## src/rtl/of_pkg.sv

```systemverilog
`default_nettype none
// +-------------------------------------------------------------------------+
// | of_pkg                                                                  |
// | Shared constants and the operand packet type for the operand fetch      |
// | stage and its scoreboard.                                               |
// | Revision: 1.0                                                           |
// +-------------------------------------------------------------------------+
package of_pkg;

  // Data width; matches the register bank word.
  localparam int DW   = 32;
  // Register address width.
  localparam int AW   = 5;
  // Number of architectural registers.
  localparam int NREG = 2 ** AW;
  // Opcode passthrough width.
  localparam int OPW  = 8;

  // Operand-complete packet handed to the execute stage.
  typedef struct packed {
    logic [DW-1:0]  a;
    logic [DW-1:0]  b;
    logic [AW-1:0]  dr;
    logic           wen;
    logic [OPW-1:0] op;
  } operand_pkt_t;

endpackage : of_pkg
`default_nettype wire

```

## src/rtl/reg_scoreboard.sv

```systemverilog
`default_nettype none
// +-------------------------------------------------------------------------+
// | reg_scoreboard                                                          |
// | One busy bit per register, marking registers that have an in-flight     |
// | writer. A set and a clear of the same register in one cycle leaves the  |
// | bit set: the set belongs to a newer writer than the one retiring.       |
// |                                                                         |
// | Ports:                                                                  |
// |   clk, reset            clock, asynchronous active-high reset           |
// |   set_en, set_addr      mark a register busy                            |
// |   clr_en, clr_addr      mark a register free                            |
// |   rd_addr1/2/3          read addresses (sr1, sr2, dr)                   |
// |   busy1/2/3             busy bit at each read address                   |
// | Revision: 1.0                                                           |
// +-------------------------------------------------------------------------+
module reg_scoreboard
  import of_pkg::*;
(
  input  logic          clk,
  input  logic          reset,
  input  logic          set_en,
  input  logic [AW-1:0] set_addr,
  input  logic          clr_en,
  input  logic [AW-1:0] clr_addr,
  input  logic [AW-1:0] rd_addr1,
  input  logic [AW-1:0] rd_addr2,
  input  logic [AW-1:0] rd_addr3,
  output logic          busy1,
  output logic          busy2,
  output logic          busy3
);

  logic [NREG-1:0] busy_q;
  logic [NREG-1:0] busy_d;

  always_comb begin
    busy_d = busy_q;
    // Clear first so a same-cycle set of the same register overrides it.
    if (clr_en) busy_d[clr_addr] = 1'b0;
    if (set_en) busy_d[set_addr] = 1'b1;
  end

  always_ff @(posedge clk or posedge reset) begin
    if (reset) busy_q <= '0;
    else       busy_q <= busy_d;
  end

  assign busy1 = busy_q[rd_addr1];
  assign busy2 = busy_q[rd_addr2];
  assign busy3 = busy_q[rd_addr3];

endmodule : reg_scoreboard
`default_nettype wire

```

## src/rtl/operand_fetch_stage.sv

```systemverilog
`default_nettype none
// +-------------------------------------------------------------------------+
// | operand_fetch_stage                                                     |
// | Pipeline stage in front of the 32x32 register bank. Holds one decoded   |
// | instruction, reads its sources from the bank (bypassing a same-cycle    |
// | writeback), stalls on RAW/WAW hazards against in-flight writers and     |
// | hands an operand-complete packet to execute.                            |
// |                                                                         |
// | Ports:                                                                  |
// |   clk, reset                 clock, asynchronous active-high reset      |
// |   in_valid/in_ready          upstream handshake                         |
// |   in_sr1/sr2/dr/wen/op       decoded instruction                        |
// |   sr1, sr2                   bank read addresses                        |
// |   rdData1, rdData2           bank read data (combinational)             |
// |   wb_write/wb_dr/wb_data     writeback commit (same as bank write)      |
// |   out_valid/out_ready        downstream handshake                       |
// |   out_a/b/dr/wen/op          operand packet                             |
// | Revision: 1.0                                                           |
// +-------------------------------------------------------------------------+
module operand_fetch_stage
  import of_pkg::*;
(
  input  logic           clk,
  input  logic           reset,
  input  logic           in_valid,
  output logic           in_ready,
  input  logic [AW-1:0]  in_sr1,
  input  logic [AW-1:0]  in_sr2,
  input  logic [AW-1:0]  in_dr,
  input  logic           in_wen,
  input  logic [OPW-1:0] in_op,
  output logic [AW-1:0]  sr1,
  output logic [AW-1:0]  sr2,
  input  logic [DW-1:0]  rdData1,
  input  logic [DW-1:0]  rdData2,
  input  logic           wb_write,
  input  logic [AW-1:0]  wb_dr,
  input  logic [DW-1:0]  wb_data,
  output logic           out_valid,
  input  logic           out_ready,
  output logic [DW-1:0]  out_a,
  output logic [DW-1:0]  out_b,
  output logic [AW-1:0]  out_dr,
  output logic           out_wen,
  output logic [OPW-1:0] out_op
);

  // Hold register S
  logic           s_valid_q, s_valid_d;
  logic [AW-1:0]  s_sr1_q,   s_sr1_d;
  logic [AW-1:0]  s_sr2_q,   s_sr2_d;
  logic [AW-1:0]  s_dr_q,    s_dr_d;
  logic           s_wen_q,   s_wen_d;
  logic [OPW-1:0] s_op_q,    s_op_d;

  // Output register
  logic           out_valid_q, out_valid_d;
  operand_pkt_t   out_pkt_q,   out_pkt_d;

  // Hazard and handshake terms
  logic wb_hit1, wb_hit2, wb_hit_dr;
  logic busy1, busy2, busy_dr;
  logic stall, move, accept;
  logic [DW-1:0] opnd_a, opnd_b;

  reg_scoreboard u_scoreboard (
    .clk      (clk),
    .reset    (reset),
    .set_en   (move && s_wen_q),
    .set_addr (s_dr_q),
    .clr_en   (wb_write),
    .clr_addr (wb_dr),
    .rd_addr1 (s_sr1_q),
    .rd_addr2 (s_sr2_q),
    .rd_addr3 (s_dr_q),
    .busy1    (busy1),
    .busy2    (busy2),
    .busy3    (busy_dr)
  );

  // The bank only updates at the edge, so a writeback landing this cycle
  // must be forwarded and also resolves any hazard on that register.
  always_comb begin
    wb_hit1   = wb_write && (wb_dr == s_sr1_q);
    wb_hit2   = wb_write && (wb_dr == s_sr2_q);
    wb_hit_dr = wb_write && (wb_dr == s_dr_q);

    opnd_a = wb_hit1 ? wb_data : rdData1;
    opnd_b = wb_hit2 ? wb_data : rdData2;

    stall  = s_valid_q && ((busy1 && !wb_hit1) ||
                           (busy2 && !wb_hit2) ||
                           (s_wen_q && busy_dr && !wb_hit_dr));
    move   = s_valid_q && !stall && (!out_valid_q || out_ready);
    in_ready = !s_valid_q || move;
    accept = in_valid && in_ready;
  end

  // Next state for S: a new accept replaces a departing instruction in the
  // same cycle, giving one instruction per cycle.
  always_comb begin
    s_valid_d = s_valid_q;
    s_sr1_d   = s_sr1_q;
    s_sr2_d   = s_sr2_q;
    s_dr_d    = s_dr_q;
    s_wen_d   = s_wen_q;
    s_op_d    = s_op_q;
    if (accept) begin
      s_valid_d = 1'b1;
      s_sr1_d   = in_sr1;
      s_sr2_d   = in_sr2;
      s_dr_d    = in_dr;
      s_wen_d   = in_wen;
      s_op_d    = in_op;
    end else if (move) begin
      s_valid_d = 1'b0;
    end
  end

  // Next state for the output register; payload holds while not moving.
  always_comb begin
    out_valid_d = out_valid_q;
    out_pkt_d   = out_pkt_q;
    if (move) begin
      out_valid_d   = 1'b1;
      out_pkt_d.a   = opnd_a;
      out_pkt_d.b   = opnd_b;
      out_pkt_d.dr  = s_dr_q;
      out_pkt_d.wen = s_wen_q;
      out_pkt_d.op  = s_op_q;
    end else if (out_ready) begin
      out_valid_d = 1'b0;
    end
  end

  always_ff @(posedge clk or posedge reset) begin
    if (reset) begin
      s_valid_q   <= 1'b0;
      s_sr1_q     <= '0;
      s_sr2_q     <= '0;
      s_dr_q      <= '0;
      s_wen_q     <= 1'b0;
      s_op_q      <= '0;
      out_valid_q <= 1'b0;
      out_pkt_q   <= '0;
    end else begin
      s_valid_q   <= s_valid_d;
      s_sr1_q     <= s_sr1_d;
      s_sr2_q     <= s_sr2_d;
      s_dr_q      <= s_dr_d;
      s_wen_q     <= s_wen_d;
      s_op_q      <= s_op_d;
      out_valid_q <= out_valid_d;
      out_pkt_q   <= out_pkt_d;
    end
  end

  // Read addresses are forced to 0 when S is empty.
  assign sr1 = s_valid_q ? s_sr1_q : '0;
  assign sr2 = s_valid_q ? s_sr2_q : '0;

  assign out_valid = out_valid_q;
  assign out_a     = out_pkt_q.a;
  assign out_b     = out_pkt_q.b;
  assign out_dr    = out_pkt_q.dr;
  assign out_wen   = out_pkt_q.wen;
  assign out_op    = out_pkt_q.op;

endmodule : operand_fetch_stage
`default_nettype wire

```

## config.mk

```make
export PLATFORM = sky130hd
export DESIGN_NAME = operand_fetch_stage
export DESIGN_NICKNAME = d
export VERILOG_FILES = /design/src/rtl/of_pkg.sv /design/src/rtl/reg_scoreboard.sv /design/src/rtl/operand_fetch_stage.sv
export SDC_FILE = /design/constraint.sdc
export NUM_CORES = 1
export LEC_CHECK = 0
export ABC_AREA = 1
export CAP_MARGIN = 10
export CORE_ASPECT_RATIO = 1.75
export CORE_MARGIN = 4
export CORE_UTILIZATION = 50
export DETAILED_ROUTE_END_ITERATION = 7
export PLACE_DENSITY = 0.84
export SETUP_SLACK_MARGIN = 0.15
export SLEW_MARGIN = 25
export SYNTH_ARGS = -nofsm -noshare
export SYNTH_HDL_FRONTEND = slang
export SYNTH_SLANG_ARGS = --single-unit
export TNS_END_PERCENT = 50
```

## constraint.sdc

```tcl
create_clock -name clk -period 9.7 [get_ports clk]
set_clock_uncertainty 0.2 [all_clocks]
set_input_delay 0.97 -clock clk [delete_from_list [all_inputs] [get_ports clk]]
set_output_delay 0.97 -clock clk [all_outputs]
set_load 0.005 [all_outputs]
```

# Word-level counts from Yosys, hierarchy flattened
# Cells that the tools add are included.
# word_totals
regBits,136
in_bits,130
out_inout_bits,90
wordCells,71
# op_classes
order_cmp,6
eq_ne,3
mux,20
bitwise_logic,3
reduce_logical,26
# ops
cell,count
two-way mux 32 bit,4
bitwise AND 32 bit,1
NOT 32 bit,1
OR 32 bit,1
less-than comparator 5 x 6 -> 1 bit (second input constant),4
binary-select mux 1 bit (select 5 bit),3
== test 5 bit,3
logical AND 1 bit,14
demux 1 bit (select 5 bit),2
>= comparator 5 x 1 -> 1 bit (second input constant),2
two-way mux 5 bit,2
two-way mux 1 bit,9
zero test 1 bit,6
logical OR 1 bit,4
nonzero test 2 bit,2

# Longest topological paths before layout
# Gate-level depths: netlist of run 1.
# logic_depth
word_depth,13
depth_mapped,17
ltp_nobuf,15

# Hierarchy
# Synthesis of run 1 repeated with hierarchy kept, for this count alone.
# hier_totals
cells_unflattened,1081
area_unflattened_um2,7397.1
# by_module_without_submodules
module,instances,cells_each,area_each_um2,seq_area_each_um2
operand_fetch_stage,1,716,5052.3,2602.5
reg_scoreboard,1,365,2344.7,800.8

# Worst setup path before layout of run 1
# OpenSTA, ideal clock, no wires.
# synth_timing
kind,input to output
from,input port wb_dr[4]
to,output port in_ready
t_arrival_ns,2.245
required_time_ns,8.530
slack_ns,6.285
path_stages,11
n_path_buf,2
path_cell_list,clkbuf_1 inv_1 o21ai_0 nor2_1 nand3_1 nand2_1 inv_1 a21oi_1 nand4_1 nand2_2 buf_2
# synth_via
elab_chain_len,11
word_cells_on_any_way,19
cone_classes,eq/ne: 3; reduce/logical: 16
# synth_lines
item,line_no,source
start: declaration,operand_fetch_stage.sv:37,"input logic [AW-1:0] wb_dr,"
== test 5 bit (on tied branches),"operand_fetch_stage.sv:84, operand_fetch_stage.sv:85",
logical AND 1 bit (on tied branches),"operand_fetch_stage.sv:84, operand_fetch_stage.sv:85",
zero test 1 bit (on tied branches),"operand_fetch_stage.sv:91, operand_fetch_stage.sv:92",
logical AND 1 bit (on tied branches),"operand_fetch_stage.sv:91, operand_fetch_stage.sv:92",
logical OR 1 bit,operand_fetch_stage.sv:91,stall = s_valid_q && ((busy1 && !wb_hit1) ||
logical OR 1 bit (*),operand_fetch_stage.sv:92,(busy2 && !wb_hit2) ||
logical AND 1 bit (*),operand_fetch_stage.sv:91,
zero test 1 bit (*),operand_fetch_stage.sv:94,move = s_valid_q && !stall && (!out_valid_q || out_ready);
logical AND 1 bit (*) (2 in a row),operand_fetch_stage.sv:94,
logical OR 1 bit (*),operand_fetch_stage.sv:95,in_ready = !s_valid_q || move;
end: declaration,operand_fetch_stage.sv:26,"output logic in_ready,"
# Every way passes the cells marked *; elsewhere a longest branch is shown, timed or not.

# Worst setup path after layout of run 1
# Same ends and word-level chain as after synthesis.

==> results of run 1 <==
==> final timing paths <==
check,endpoint,slack (ps),cells past startpoint
max,in_ready,3760,11
min,out_op[1],270,2
max reg2reg,s_op_q[6],4960,11
min reg2reg,out_op[1],270,2
max in group asynchronous,out_a[8],7420,3
min in group asynchronous,s_op_q[7],790,2
==> worst max-delay path: cells and delay by family <==
kind	cells	cell delay (ps)
buf+inv	5	2580
simple gates	4	950
compound gates	2	260
==> registers in the layout (all words and copies together) (netlist names) <==
register	cells
s_op_q	8
out_op	8
out_valid	1
u_scoreboard.busy_q	32
s_valid_q	1
s_dr_q	5
s_wen_q	1
s_sr1_q	5
out_a	32
out_dr	5
out_b	32
s_sr2_q	5
out_wen	1
==> metal layers <==
metal  vias to the layer above  routed length [µm]  global-route usage (%)
met2                       438               13500                    55.0
met5                         -                   0                       0
met3                       127                2240                    8.08
met1                      3665                8300                    30.9
met4                         0                1890                    21.5
li1                       3785                   -                       -
==> power breakdown <==
part           internal [µW]  switching (µW)  leakage, µW
registers                844             301      0.00173
logic                    669             920      0.00305
clock network            378             256     0.000274
==> layout make-up <==
type / count / area (µm²)
fillers: 1153 / 4220
inverters: 67 / 256
clock inverters: 11 / 113
flip-flops and latches: 136 / 3400
repair buffers: 224 / 2230
well taps: 180 / 225
multi-input cells: 819 / 3450
clock buffers: 21 / 470
==> Yosys cell counts <==
cell        n
o22ai_1     9
nand3b_1    1
buf_2      30
inv_2       2
o21ai_0   107
inv_1      62
nand3_1    93
xor2_1      2
o21ai_1    29
nor2_1     13
dfrtp_1   136
nand2_2     3
nor3_1      8
clkinv_1    3
nand4_1     1
a21oi_1     4
nor2_4      1
nand2_1   548
clkbuf_1   28
buf_1       1
==> stage by stage <==
step,setup WS [ps],power (µW),instance area (µm²)
6_report,3760,3370,10100
5_1_grt,3410,3610,10100
3_3_place_gp,3610,2680,9550
2_1_floorplan,4890,1980,7340
4_1_cts,3450,3360,10100
3_5_place_dp,3540,2710,9550
==> cells by family (layout without fill, tap and decap cells) <==
family                 Yosys count  in the layout
XOR/XNOR                         2              2
flip-flops                     136            136
buffers and inverters          126            323
AND/OR/NAND/NOR                668            668
AO/OA/AOI/OAI                  149            149
==> cells in the final DEF, fill, tap and decap left out, types with 2 or more instances in the layout <==
cell,netlist,layout
nand2_1,548,548
clkdlybuf4s50_1,0,219
dfrtp_1,136,136
o21ai_0,107,107
nand3_1,93,91
inv_1,62,61
o21ai_1,29,29
clkbuf_16,0,17
nor2_1,13,13
o22ai_1,9,9
nor3_1,8,8
inv_6,0,6
a21oi_1,4,4
clkinvlp_4,0,4
buf_4,0,4
clkinv_1,3,3
nand2_2,3,3
clkbuf_8,0,3
inv_2,2,2
xor2_1,2,2
==> metrics.yaml, run 1 <==
status: "finished clean"
core_area_um2: 14400
gr-total-overflow: 0
grt_pass1_vias: 7878
vias: 8015
slew_headroom_pct: 41.2
route.detailed.wl_per_inst_um: 17.8
fp-row-count: 58
root_buffer: "clkbuf_16"
ys_types: 20
worst_setup_path_end_kind: "primary output"
cts.sinks: 136
post_cts_buffers: 0
yosys_warnings: 0
clk_latency_ps: 420
ctsHtreeMaxLevel: 4
critical_path_required_ps: 8530
dp_cells: 1426
drv_slew: 0
synth_area_um2: 7340
antenna_found_initial: 0
syn_nets: 1211
cts_buffers: 17
grt_max_degree: 85
rsz0062_at_grt: "false"
cts-resized-gates: 0
clk_pin_slew_worst_paths_ps: 60
drive_gt1_share_pct: 3.52
port_buffers: 219
place.gp.congestion: 0.994
synthAdderAreaFrac_pct: 0
path_class: "input pin to primary output"
crit_arrival_ps: 4770
dp_hpwl_um: 19000
max_stage_delay_ps: 670
drv_cap: 0
slowest_stage: "clkdlybuf4s50_1"
num_io_pins: 220
die_h_um: 168
netlist_instances: 1081
syn_to_final_growth_pct: 38.2
ys_ff_latch: 136
hold_viol: 0
start_kind: "input pin"
track_usage_pct: 31.0
final_nets: 1395
ys_top_cells_by_area: "dfrtp_1 46%, nand2_1 28%, o21ai_0 7.3%"
worstPathCellList: "clkdlybuf4s50_1 -> inv_1 -> o21ai_0 -> a21oi_1 -> nand3_2 -> buf_4 -> nand3_1 -> nand4_1 -> buf_4 -> nand2_2 -> clkdlybuf4s50_1"
die_x_um: 99.6
hold_path.class: "register to register"
synth_xor_area_share_pct: 0.239
n_antenna_cell: 0
detail-route-antenna-nets: 0
yosys.area_share.simple_pct: 36.2
min-delay-start: "s_op_q[1]"
syn_area_per_cell_um2: 6.79
final.period_utilization_pct: 61.2
r2r-start: "s_sr2_q[0]"
clk_path_buf_depth: 2
power_density_nw_per_um2: 332
synth_top_family_by_area: "simple AND/OR/NAND/NOR gates"
finalCoreUtilization_pct: 70.6
grt_pass1_wl_um: 40300
first_pass_iters: 5
whs_ps: 267
dieArea_um2: 16800
synth_compound_area_share_pct: 10.3
yosys.area.top_type_share_pct: 46.3
final_cell_count_no_fill: 1458
critPathMaxFanout: 84
first_iter_violations: 591
setup_viol_count_final: 0
viasPerCell: 5.50
tns_ps: 0
crit_start: "wb_dr[4]"
drc: 0
p_leak_uw: 0.00506
max_freq_ghz: 0.168
ir_worst_vdd_mv: 0.175
synthMuxAreaShare_pct: 0
worstMarginPinSlew_ps: 882
yosysSeqAreaShare_pct: 46.3
cts_hold_buf: 0
cts_tree: "yes"
synth_area_leader_cell: "dfrtp_1"
drt_wl_total_um: 25900
period_needed_ps: 5940
start_util_pct: 51.1
Note: power is estimated with default switching activity, not from simulation.
==> run 2, diff against run 1 <==
--- a/config.mk
+++ b/config.mk
@@ -9,9 +9,9 @@
 export CAP_MARGIN = 10
 export CORE_ASPECT_RATIO = 1.75
 export CORE_MARGIN = 4
-export CORE_UTILIZATION = 50
+export CORE_UTILIZATION = 43
 export DETAILED_ROUTE_END_ITERATION = 7
-export PLACE_DENSITY = 0.84
+export PLACE_DENSITY = 0.77
 export SETUP_SLACK_MARGIN = 0.15
 export SLEW_MARGIN = 25
 export SYNTH_ARGS = -nofsm -noshare
==> constraint.sdc (replaced) <==
create_clock -name clk -period 5.15 [get_ports clk]
set_clock_uncertainty 0.2 [all_clocks]
set_input_delay 0.515 -clock clk [delete_from_list [all_inputs] [get_ports clk]]
set_output_delay 0.515 -clock clk [all_outputs]
set_load 0.005 [all_outputs]
==> run 2 against run 1 <==
Net effect: register-to-register slack lost 3800 ps; flip-flop and latch count stayed put; worst hold slack better by 9.2 ps; total power is 95% higher; largest cell class unchanged; die area is 15% higher; routed wire length up 2.1%; sequential share of layout area shrank 0.50 points; via count decreased by 1.9%; cell count increased by 3.4%; clock power rose by 110%; critical path depth stayed put; combinational power rose by 93%.
==> metrics.yaml, run 2 (synthesized netlist as in run 1, its figures left out) <==
status: "finished clean"
hold_depth: 2
place.gp.congestion: 1.05
min-delay-start: "s_op_q[3]"
pre_cts_ws_ps: 1200
track_usage_pct: 27.6
root_buffer: "clkbuf_16"
dp_hpwl_um: 19200
post_cts_buffers: 0
detail-route-antenna-nets: 0
first_iter_violations: 427
rr_worst_depth: 12
drt_wl_total_um: 26500
hold_path.class: "register to register"
rsz0062_at_grt: "false"
crit_arrival_ps: 3800
regArea_um2: 3400
r2r-end: "u_scoreboard.busy_q[1]"
power_density_nw_per_um2: 636
final_common_cell: "nand2_1"
final_nets: 1398
critical_path_required_ps: 4430
gr-total-overflow: 0
cts_tree: "yes"
grt_pass1_wl_um: 41300
drive_gt1_share_pct: 3.67
cts_buffers: 17
n_antenna_cell: 0
slew_headroom_pct: 42.7
clk_pin_slew_worst_paths_ps: 60
path_class: "register to primary output"
fp-row-count: 63
r2r-start: "s_sr2_q[0]"
period_needed_ps: 4520
r2r_slack_ps: 1110
drv_slew: 0
hold_end: "s_op_q[3]"
vias: 7861
drv_cap: 0
grt_pass1_vias: 7834
fin_area_um2: 10300
ir_worst_vdd_mv: 0.363
dieArea_um2: 19300
drc: 0
cts-resized-gates: 0
max_freq_ghz: 0.221
tns_ps: 0
cts_hold_buf: 0
die_h_um: 181
clk_latency_ps: 420
first_pass_iters: 7
final_cell_mix: "548 x nand2_1, 219 x clkdlybuf4s50_1, 136 x dfrtp_1, 107 x o21ai_0, 91 x nand3_1"
core_area_um2: 16900
p_leak_uw: 0.00512
grt_max_degree: 111
setup_viol_count_final: 0
cts.sinks: 136
port_buffers: 219
worst_setup_path_end_kind: "primary output"
num_io_pins: 220
placed_area_um2: 9650
hold_viol: 0
ctsHtreeMaxLevel: 4
die_x_um: 107
final.period_utilization_pct: 87.7
syn_to_final_growth_pct: 40.3
critPathMaxFanout: 27
worstMarginPinSlew_ps: 860
start_kind: "register"
fin_ws_ps: 635
clk_path_buf_depth: 2
antenna_found_initial: 0
viasPerCell: 5.21
multiInputGateArea_um2: 3440
route.detailed.wl_per_inst_um: 17.6
start_util_pct: 43.5
nFillCells: 1559
-- run 2: cell count changes in the layout (fill, tap and decap cells not counted), sizes merged --
cell      before  now
inv           69   66
bufinv         1    5
buf            5    8
clkinvlp       4    2
clkinv         4    5
-- run 2: routing by layer --
metal | track usage, % | wire [µm]
met1 | 29.1 | 8850
met3 | 7.62 | 2290
met2 | 48.7 | 13900
met5 | 0 | 0
met4 | 15.2 | 1450
-- run 2: critical path, cell delays in order, from the launching register on --
cell and delay [ps]:
dfrtp_1 760, clkinv_1 640, nand2_1 190, nand3_1 90, nand3_1 90, nand2_1 70
nand2_1 50, nand3_1 90, nand3_1 150, nand4_1 160, nand2_2 430, clkdlybuf4s50_1 650
-- run 2: layout make-up --
| class | instances | area share (%) |
|---|---|---|
| multi-input cells | 819 | 33.4 |
| clock inverters | 11 | 1.87 |
| clock buffers | 21 | 4.47 |
| well taps | 227 | 2.76 |
| flip-flops and latches | 136 | 33.0 |
| inverters | 67 | 2.51 |
| repair buffers | 227 | 22.0 |
-- run 2: worst max path at each step --
stage                from        to  slack [ps]  cells past startpoint
2_1_floorplan       reset  out_a[0]         800                      1
3_3_place_gp     wb_dr[1]  in_ready        1250                     11
3_5_place_dp   s_sr2_q[0]  in_ready        1200                     11
4_1_cts        s_sr2_q[0]  in_ready         700                     11
5_1_grt        s_sr2_q[0]  in_ready         330                     11
6_report       s_sr2_q[0]  in_ready         630                     11
-- run 2: report_power, final --
group	internal, µW	total, µW	switching, µW
clock network	887	1350	466
logic	1280	3070	1790
registers	1590	2130	536
total	3760	6550	2790
-- run 2: per-stage QoR --
step | utilization [%] | total power (µW) | cells | hold slack (ps)
finish | 61.1 | 6550 | 1508 | 276
floorplan | - | 3720 | 1081 | 242
CTS | 61.1 | 6550 | 1508 | 275
detailed placement | 57.2 | 5160 | 1476 | 262
global route | 61.1 | 7030 | 1508 | 307
global placement | 57.2 | 5120 | 1476 | 251
